--- config.mk ---
export PLATFORM = sky130hd
export DESIGN_NAME = riscv_branch_resolve_ctrl
export DESIGN_NICKNAME = d
export VERILOG_FILES = /design/src/rtl/riscv_branch_resolve_ctrl.sv
export SDC_FILE = /design/constraint.sdc
export NUM_CORES = 1
export LEC_CHECK = 0
export ABC_AREA = 1
export CORE_AREA = 2 2 166 168
export CTS_CLUSTER_SIZE = 30
export DETAILED_ROUTE_END_ITERATION = 8
export DIE_AREA = 0 0 168 170
export DONT_BUFFER_PORTS = 1
export HOLD_SLACK_MARGIN = 0.03
export PLACE_DENSITY = 0.72
export REMOVE_ABC_BUFFERS = 1
export SETUP_SLACK_MARGIN = 0.15
export SLEW_MARGIN = 20
export SYNTH_ARGS = -nofsm -noshare
export SYNTH_HDL_FRONTEND = slang
export SYNTH_SLANG_ARGS = --single-unit
--- constraint.sdc ---
create_clock -name clk -period 3.56 [get_ports clk]
set_input_delay 0.712 -clock clk [delete_from_list [all_inputs] [get_ports clk]]
set_output_delay 0.712 -clock clk [all_outputs]
set_load 0.01 [all_outputs]
--- src/rtl/riscv_branch_resolve_ctrl.sv ---
// Branch resolution for the dual-issue EXE stage: mispredict detection, age-ordered
// redirect to fetch, younger-work flush, serialised predictor updates and counters.

module riscv_branch_slot_eval (
   input  logic        valid,
   input  logic        branch,
   input  logic        stall,
   input  logic        taken,
   input  logic        jump,
   input  logic        pred_taken,
   input  logic [31:0] pc,
   input  logic [31:0] target,
   input  logic [31:0] pred_target,
   output logic        res,
   output logic        mp,
   output logic        taken_eff,
   output logic [31:0] cpc
);
   // an unconditional jump is always taken, whatever the decoder reports
   assign taken_eff = taken | jump;
   assign res       = valid & branch & ~stall;
   assign mp        = res & ((taken_eff != pred_taken) | (taken_eff & (target != pred_target)));
   assign cpc       = taken_eff ? target : pc + 32'd4;
endmodule

module riscv_branch_resolve_ctrl #(
   parameter int FLUSH_CYCLES = 2,
   parameter int CNT_W        = 32
) (
   input  logic             clk,
   input  logic             rst_n,
   input  logic             s0_valid,
   input  logic             s0_branch,
   input  logic             s0_taken,
   input  logic             s0_call,
   input  logic             s0_return,
   input  logic             s0_jump,
   input  logic [31:0]      s0_pc,
   input  logic [31:0]      s0_target,
   input  logic             s0_pred_taken,
   input  logic [31:0]      s0_pred_target,
   input  logic             s1_valid,
   input  logic             s1_branch,
   input  logic             s1_taken,
   input  logic             s1_call,
   input  logic             s1_return,
   input  logic             s1_jump,
   input  logic [31:0]      s1_pc,
   input  logic [31:0]      s1_target,
   input  logic             s1_pred_taken,
   input  logic [31:0]      s1_pred_target,
   output logic             redirect_valid,
   input  logic             redirect_ready,
   output logic [31:0]      redirect_pc,
   output logic             flush_o,
   output logic             kill_s1_o,
   output logic             stall_o,
   output logic             bp_upd_valid,
   output logic [31:0]      bp_upd_pc,
   output logic             bp_upd_taken,
   output logic [31:0]      bp_upd_target,
   output logic             bp_upd_call,
   output logic             bp_upd_return,
   output logic [CNT_W-1:0] branch_cnt,
   output logic [CNT_W-1:0] mispred_cnt
);
   localparam int DW = (FLUSH_CYCLES > 1) ? $clog2(FLUSH_CYCLES) : 1;
   localparam logic [DW-1:0] DRAIN_LOAD = (FLUSH_CYCLES > 0) ? DW'(FLUSH_CYCLES - 1) : '0;
   localparam logic [DW-1:0] DRAIN_ONE  = 1;

   typedef enum logic [1:0] {IDLE, REDIR, DRAIN, UPD2} state_t;

   typedef struct packed {
      logic [31:0] pc;
      logic        taken;
      logic [31:0] target;
      logic        call;
      logic        ret;
   } upd_t;

   logic [1:0]       s_valid, s_branch, s_taken, s_jump, s_pred_taken, s_call, s_return;
   logic [1:0]       res, mp, taken_eff;
   logic [1:0][31:0] s_pc, s_target, s_pred_target, cpc;
   upd_t [1:0]       slot_upd;

   assign s_valid       = {s1_valid, s0_valid};
   assign s_branch      = {s1_branch, s0_branch};
   assign s_taken       = {s1_taken, s0_taken};
   assign s_jump        = {s1_jump, s0_jump};
   assign s_pred_taken  = {s1_pred_taken, s0_pred_taken};
   assign s_call        = {s1_call, s0_call};
   assign s_return      = {s1_return, s0_return};
   assign s_pc          = {s1_pc, s0_pc};
   assign s_target      = {s1_target, s0_target};
   assign s_pred_target = {s1_pred_target, s0_pred_target};

   genvar g;
   generate
      for (g = 0; g < 2; g++) begin : g_slot
         riscv_branch_slot_eval u_eval (
            .valid       (s_valid[g]),
            .branch      (s_branch[g]),
            .stall       (stall_o),
            .taken       (s_taken[g]),
            .jump        (s_jump[g]),
            .pred_taken  (s_pred_taken[g]),
            .pc          (s_pc[g]),
            .target      (s_target[g]),
            .pred_target (s_pred_target[g]),
            .res         (res[g]),
            .mp          (mp[g]),
            .taken_eff   (taken_eff[g]),
            .cpc         (cpc[g])
         );
         assign slot_upd[g] = {s_pc[g], taken_eff[g], s_target[g], s_call[g], s_return[g]};
      end
   endgenerate

   // slot0 is older: its mispredict squashes slot1 in the same cycle
   assign kill_s1_o = mp[0];

   state_t          state, state_d;
   logic            rv_d, flush_d;
   logic [31:0]     rpc_d;
   logic [DW-1:0]   drain_cnt, drain_d;
   logic            pend_v, pend_v_d, upd_v_d;
   upd_t            pend, pend_d, upd_d, bp_q;
   logic [1:0]      br_inc;

   always_ff @(posedge clk or negedge rst_n) begin
      if (!rst_n) state <= IDLE;
      else        state <= state_d;
   end

   always_comb begin
      state_d = state;
      rv_d    = redirect_valid;
      rpc_d   = redirect_pc;
      flush_d = 1'b0;
      drain_d = drain_cnt;
      case (state)
         IDLE: begin
            if (mp[0] | mp[1]) begin
               state_d = REDIR;
               rv_d    = 1'b1;
               flush_d = 1'b1;
               rpc_d   = mp[0] ? cpc[0] : cpc[1];
            end else if (res[0] & res[1]) begin
               state_d = UPD2;
            end
         end
         REDIR: begin
            if (redirect_valid & redirect_ready) begin
               rv_d = 1'b0;
               if (FLUSH_CYCLES == 0) begin
                  state_d = IDLE;
               end else begin
                  drain_d = DRAIN_LOAD;
                  state_d = DRAIN;
               end
            end
         end
         DRAIN: begin
            if (drain_cnt == '0) state_d = IDLE;
            else                 drain_d = drain_cnt - DRAIN_ONE;
         end
         UPD2:    state_d = IDLE;
         default: state_d = IDLE;
      endcase
   end

   // Predictor update port: new resolutions go first, the buffered younger update
   // follows one cycle later while the FSM is out of IDLE (so no new resolutions).
   always_comb begin
      upd_v_d  = 1'b0;
      upd_d    = pend;
      pend_v_d = 1'b0;
      pend_d   = pend;
      if (res[0]) begin
         upd_v_d = 1'b1;
         upd_d   = slot_upd[0];
         if (res[1] & ~mp[0]) begin
            pend_v_d = 1'b1;
            pend_d   = slot_upd[1];
         end
      end else if (res[1]) begin
         upd_v_d = 1'b1;
         upd_d   = slot_upd[1];
      end else if (pend_v) begin
         upd_v_d = 1'b1;
      end
   end

   assign br_inc = {1'b0, res[0]} + {1'b0, res[1] & ~mp[0]};

   always_ff @(posedge clk or negedge rst_n) begin
      if (!rst_n) begin
         redirect_valid <= 1'b0;
         redirect_pc    <= '0;
         flush_o        <= 1'b0;
         stall_o        <= 1'b0;
         drain_cnt      <= '0;
         pend_v         <= 1'b0;
         pend           <= '0;
         bp_upd_valid   <= 1'b0;
         bp_q           <= '0;
         branch_cnt     <= '0;
         mispred_cnt    <= '0;
      end else begin
         redirect_valid <= rv_d;
         redirect_pc    <= rpc_d;
         flush_o        <= flush_d;
         stall_o        <= (state_d != IDLE);
         drain_cnt      <= drain_d;
         pend_v         <= pend_v_d;
         pend           <= pend_d;
         bp_upd_valid   <= upd_v_d;
         if (upd_v_d) bp_q <= upd_d;
         branch_cnt     <= branch_cnt + CNT_W'(br_inc);
         if (mp[0] | mp[1]) mispred_cnt <= mispred_cnt + CNT_W'(1);
      end
   end

   assign bp_upd_pc     = bp_q.pc;
   assign bp_upd_taken  = bp_q.taken;
   assign bp_upd_target = bp_q.target;
   assign bp_upd_call   = bp_q.call;
   assign bp_upd_return = bp_q.ret;
endmodule

==> impl_metrics.env <==
export IMPL_worstPathMaxFanout=3
export IMPL_drc=0
export IMPL_regToRegSetupSlack_ns=0.45
export IMPL_relSlewSlack=0.2547
export IMPL_peakVddDrop_v=0.0005020
export IMPL_final_layout_size_suffix_gt1_frac=0.06250
export IMPL_finalSetupViolCount=0
export IMPL_critPathTopFamily="simple AND/OR/NAND/NOR gates"
export IMPL_wl_met3_um=6962
export IMPL_hp_class="input port to async pin"
export IMPL_total_power_w=0.01024
export IMPL_finalNonFillerCells=2437
export IMPL_final_common_cell="nand2_1"
export IMPL_finalNetCount=2290
export IMPL_reg2regPathDepth=16
export IMPL_rows=60
export IMPL_cp_slowest_cell="nor3_1"
export IMPL_yosys_warnings=0
export IMPL_insertion_delay_ns=0.55
export IMPL_grt_pass1_vias=13670
export IMPL_area_growth_pct=9.390
export IMPL_grt_setup_unrepaired="no"
export IMPL_p_leak_nw=7.782
export IMPL_cts_tree="yes"
export IMPL_pre_cts_slack_ns=-0.1100
export IMPL_drt_iter0_drc=1464
export IMPL_die_width_um=168
export IMPL_ys_ff_latch=238
export IMPL_worst_pin_slew_ns=1.115
export IMPL_hpwlAfterDp_um=41820
export IMPL_r2r_end="branch_cnt[24]$_DFF_PN0_"
export IMPL_violations="negative hold slack"
export IMPL_path_clk_slew_ns=0.07
export IMPL_cts_max_level=1
export IMPL_status="finished, violations left"
export IMPL_pwr_share_comb=0.246
export IMPL_p_seq_frac=0.477
export IMPL_netSwitchingFraction=0.3809
export IMPL_synthesis_area_um2=14550
export IMPL_hold_viol=231
export IMPL_antenna_found_initial=1
export IMPL_worstPathCellList="inv_1, nand2_1, nand2_1, nand2_1, nor2_1, nand2_1, nor2_2, nand3_4, nand2_2, inv_1, nor2_1, fa_1, ha_1, nand2_1, nor3_1, nand4_1, nor2_1, nand3_1, nor2_2, nand3_1, xnor2_1"
export IMPL_m1WireLength_um=22210
export IMPL_cp_required_ns=3.98
export IMPL_switchingPower_w=0.003901
export IMPL_p_clk_frac=0.278
export IMPL_cts_buffer_depth=3
export IMPL_met2_length_um=24390
export IMPL_crit_arrival_ns=3.57
export IMPL_endpoint_kind="register"
export IMPL_final_cell_mix="nand2_1, dfrtp_1, inv_1, nor2_1, o21ai_0"
export IMPL_diodes=0
export IMPL_cp_slowest_stage_delay_ns=0.29
export IMPL_max_freq_ghz=0.3181
export IMPL_grt_use_total=0.3854
export IMPL_highest_layer="met5"
export IMPL_fillCellCount=2524
export IMPL_intPower_w=0.006340
export IMPL_grt_pass1_wl_um=83270
export IMPL_port_buffers=0
export IMPL_drtAntennaViolNets=0
export IMPL_cp_start_kind="input port"
export IMPL_finalWirelength_um=55760
export IMPL_p_per_area_nw_per_um2=643.4
export IMPL_cts_buffers=27
export IMPL_die_h_um=170
export IMPL_path_class="input port to register"
export IMPL_seq_area_frac_synth=0.4093
export IMPL_core_area_um2=26650
export IMPL_cts_sinks=238
export IMPL_grt_max_degree=239
export IMPL_skew_ns=0.01095
export IMPL_slew_violations=0
export IMPL_utilization=0.5973
export IMPL_drt_first_pass_iters=7
export IMPL_initial_core_util=0.5460
export IMPL_gr_total_overflow=0
export IMPL_cts_root_buf="clkbuf_16"
export IMPL_syn_inst=2081
export IMPL_die_area_um2=28560
export IMPL_reg2reg_from="stall_o$_DFF_PN0_"
export IMPL_wire_per_inst_um=22.88
export IMPL_tns_ns=0
export IMPL_crit_top_cell="nand2_1"
export IMPL_post_route_min_period_ns=3.143
export IMPL_io_pins=377
export IMPL_vias=14290
export IMPL_period_share=0.8830
export IMPL_drv_cap=0
export IMPL_path_buf_inv=2
export IMPL_fin_ws_ns=0.4166
export IMPL_vias_per_cell=5.865
export IMPL_synthDistinctLibCells=42
export IMPL_dp_cells=2388
export IMPL_syn_area_per_cell_um2=6.993
export IMPL_gp_congestion=0.9842
export IMPL_holdWs_ns=-0.1416
==> power groups by stage <==
stage	Sequential (W)	Clock [W]	Combinational, W
floorplan	0.00456	0	0.00182
global placement	0.00488	0	0.00238
detailed placement	0.00489	0	0.00247
CTS	0.00487	0.00286	0.00249
global route	0.00499	0.00297	0.00286
finish	0.00488	0.00285	0.00252
==> logic make-up after synthesis <==
kind of cell               after synthesis  synth area share
and+or+nand+nor                       1127            0.3120
AOI/OAI and AO/OA                      308            0.1226
buffers and inverters                  287           0.08031
DFF                                    238            0.4093
xor gates and xnor gates               102           0.06139
muxes                                   14          0.009630
adders and majority gates                5          0.004815
==> routing by layer <==
| metal | up-vias | track usage |
|---|---|---|
| li1 | 6656 | - |
| met1 | 6663 | 0.5069 |
| met2 | 839 | 0.6010 |
| met3 | 133 | 0.1214 |
| met4 | 2 | 0.1410 |
| met5 | - | 0 |
==> per-stage QoR <==
step           hold slack, ns  instance area [um^2]
2_1_floorplan          0.4164                 14150
3_3_place_gp           0.4218                 15010
3_5_place_dp           0.4220                 15010
4_1_cts               -0.1516                 15910
5_1_grt               -0.1554                 15920
6_report              -0.1416                 15920
==> sequential cells by signal, summed over array words and instances (netlist names) <==
| signal | count |
|---|---|
| state | 2 |
| mispred_cnt | 32 |
| bp_upd_target | 32 |
| stall_o | 1 |
| redirect_pc | 32 |
| bp_upd_taken | 1 |
| bp_upd_call | 1 |
| branch_cnt | 32 |
| flush_o | 1 |
| redirect_valid | 1 |
| bp_upd_pc | 32 |
| pend | 67 |
| bp_upd_valid | 1 |
| pend_v | 1 |
| drain_cnt | 1 |
| bp_upd_return | 1 |
==> synthesized netlist by cell type <==
library cell / count / area (um^2)
nand2_2: 2 / 12.51
clkbuf_1: 39 / 146.4
dfrtp_1: 238 / 5956
nor3_1: 32 / 160.2
buf_1: 2 / 7.510
ha_1: 4 / 50.05
a31oi_1: 8 / 50.05
inv_2: 9 / 33.78
o22ai_1: 1 / 6.260
o21ai_0: 155 / 775.7
o2111ai_1: 1 / 8.760
o31ai_1: 1 / 7.510
fa_1: 1 / 20.02
buf_4: 3 / 22.52
nor3_2: 2 / 20.02
nand3b_1: 1 / 7.510
a21oi_2: 1 / 8.760
nand4_1: 26 / 162.7
o221ai_1: 35 / 306.5
mux2i_1: 14 / 140.1
a21boi_0: 1 / 7.510
a22oi_1: 31 / 232.7
buf_2: 33 / 165.2
o21ai_2: 2 / 17.52
nor2_1: 184 / 690.7
o21a_1: 1 / 7.510
xor2_1: 71 / 621.9
nor3b_1: 2 / 15.01
nand3_1: 85 / 425.4
o21ai_1: 59 / 295.3
buf_6: 5 / 56.30
or2_2: 9 / 56.30
nor4_1: 4 / 25.02
a21oi_1: 12 / 60.06
clkinv_2: 1 / 5.000
nand2_4: 1 / 11.26
nand2_1: 774 / 2905
inv_1: 195 / 732.0
nor2_4: 1 / 11.26
nor2_2: 3 / 18.77
xnor2_1: 31 / 271.5
nand3_4: 1 / 17.52
==> layout make-up <==
cell class,count,area (um^2),share of cell area
Clock buffer,40,794.5,0.04991
Clock inverter,9,103.9,0.006524
Timing Repair Buffer,48,372.9,0.02342
Multi-Input combinational cell,1556,7493,0.4708
Sequential cell,238,5956,0.3742
Inverter,205,770.7,0.04842
Tap cell,341,426.7,0.02680
==> what timing repair did <==
| item | CTS | global route |
|---|---|---|
| gates resized for setup | 0 | 2 |
| hold endpoints to repair | 238 | 238 |
| setup endpoints to repair | 0 | 3 |
| setup buffers | 0 | 0 |
==> how the worst max path moves through the flow <==
stage,startpoint,to,cells past startpoint
2_1_floorplan,s1_valid,pend[0]$_DFFE_PN0P_,6
3_5_place_dp,s0_pred_target[6],branch_cnt[26]$_DFF_PN0_,19
6_report,s0_target[29],branch_cnt[26]$_DFF_PN0_,21
4_1_cts,s0_pred_target[6],branch_cnt[26]$_DFF_PN0_,19
3_3_place_gp,s0_pred_target[6],branch_cnt[26]$_DFF_PN0_,19
5_1_grt,s0_target[29],branch_cnt[26]$_DFF_PN0_,21
Power figures use the tool's default switching activity.
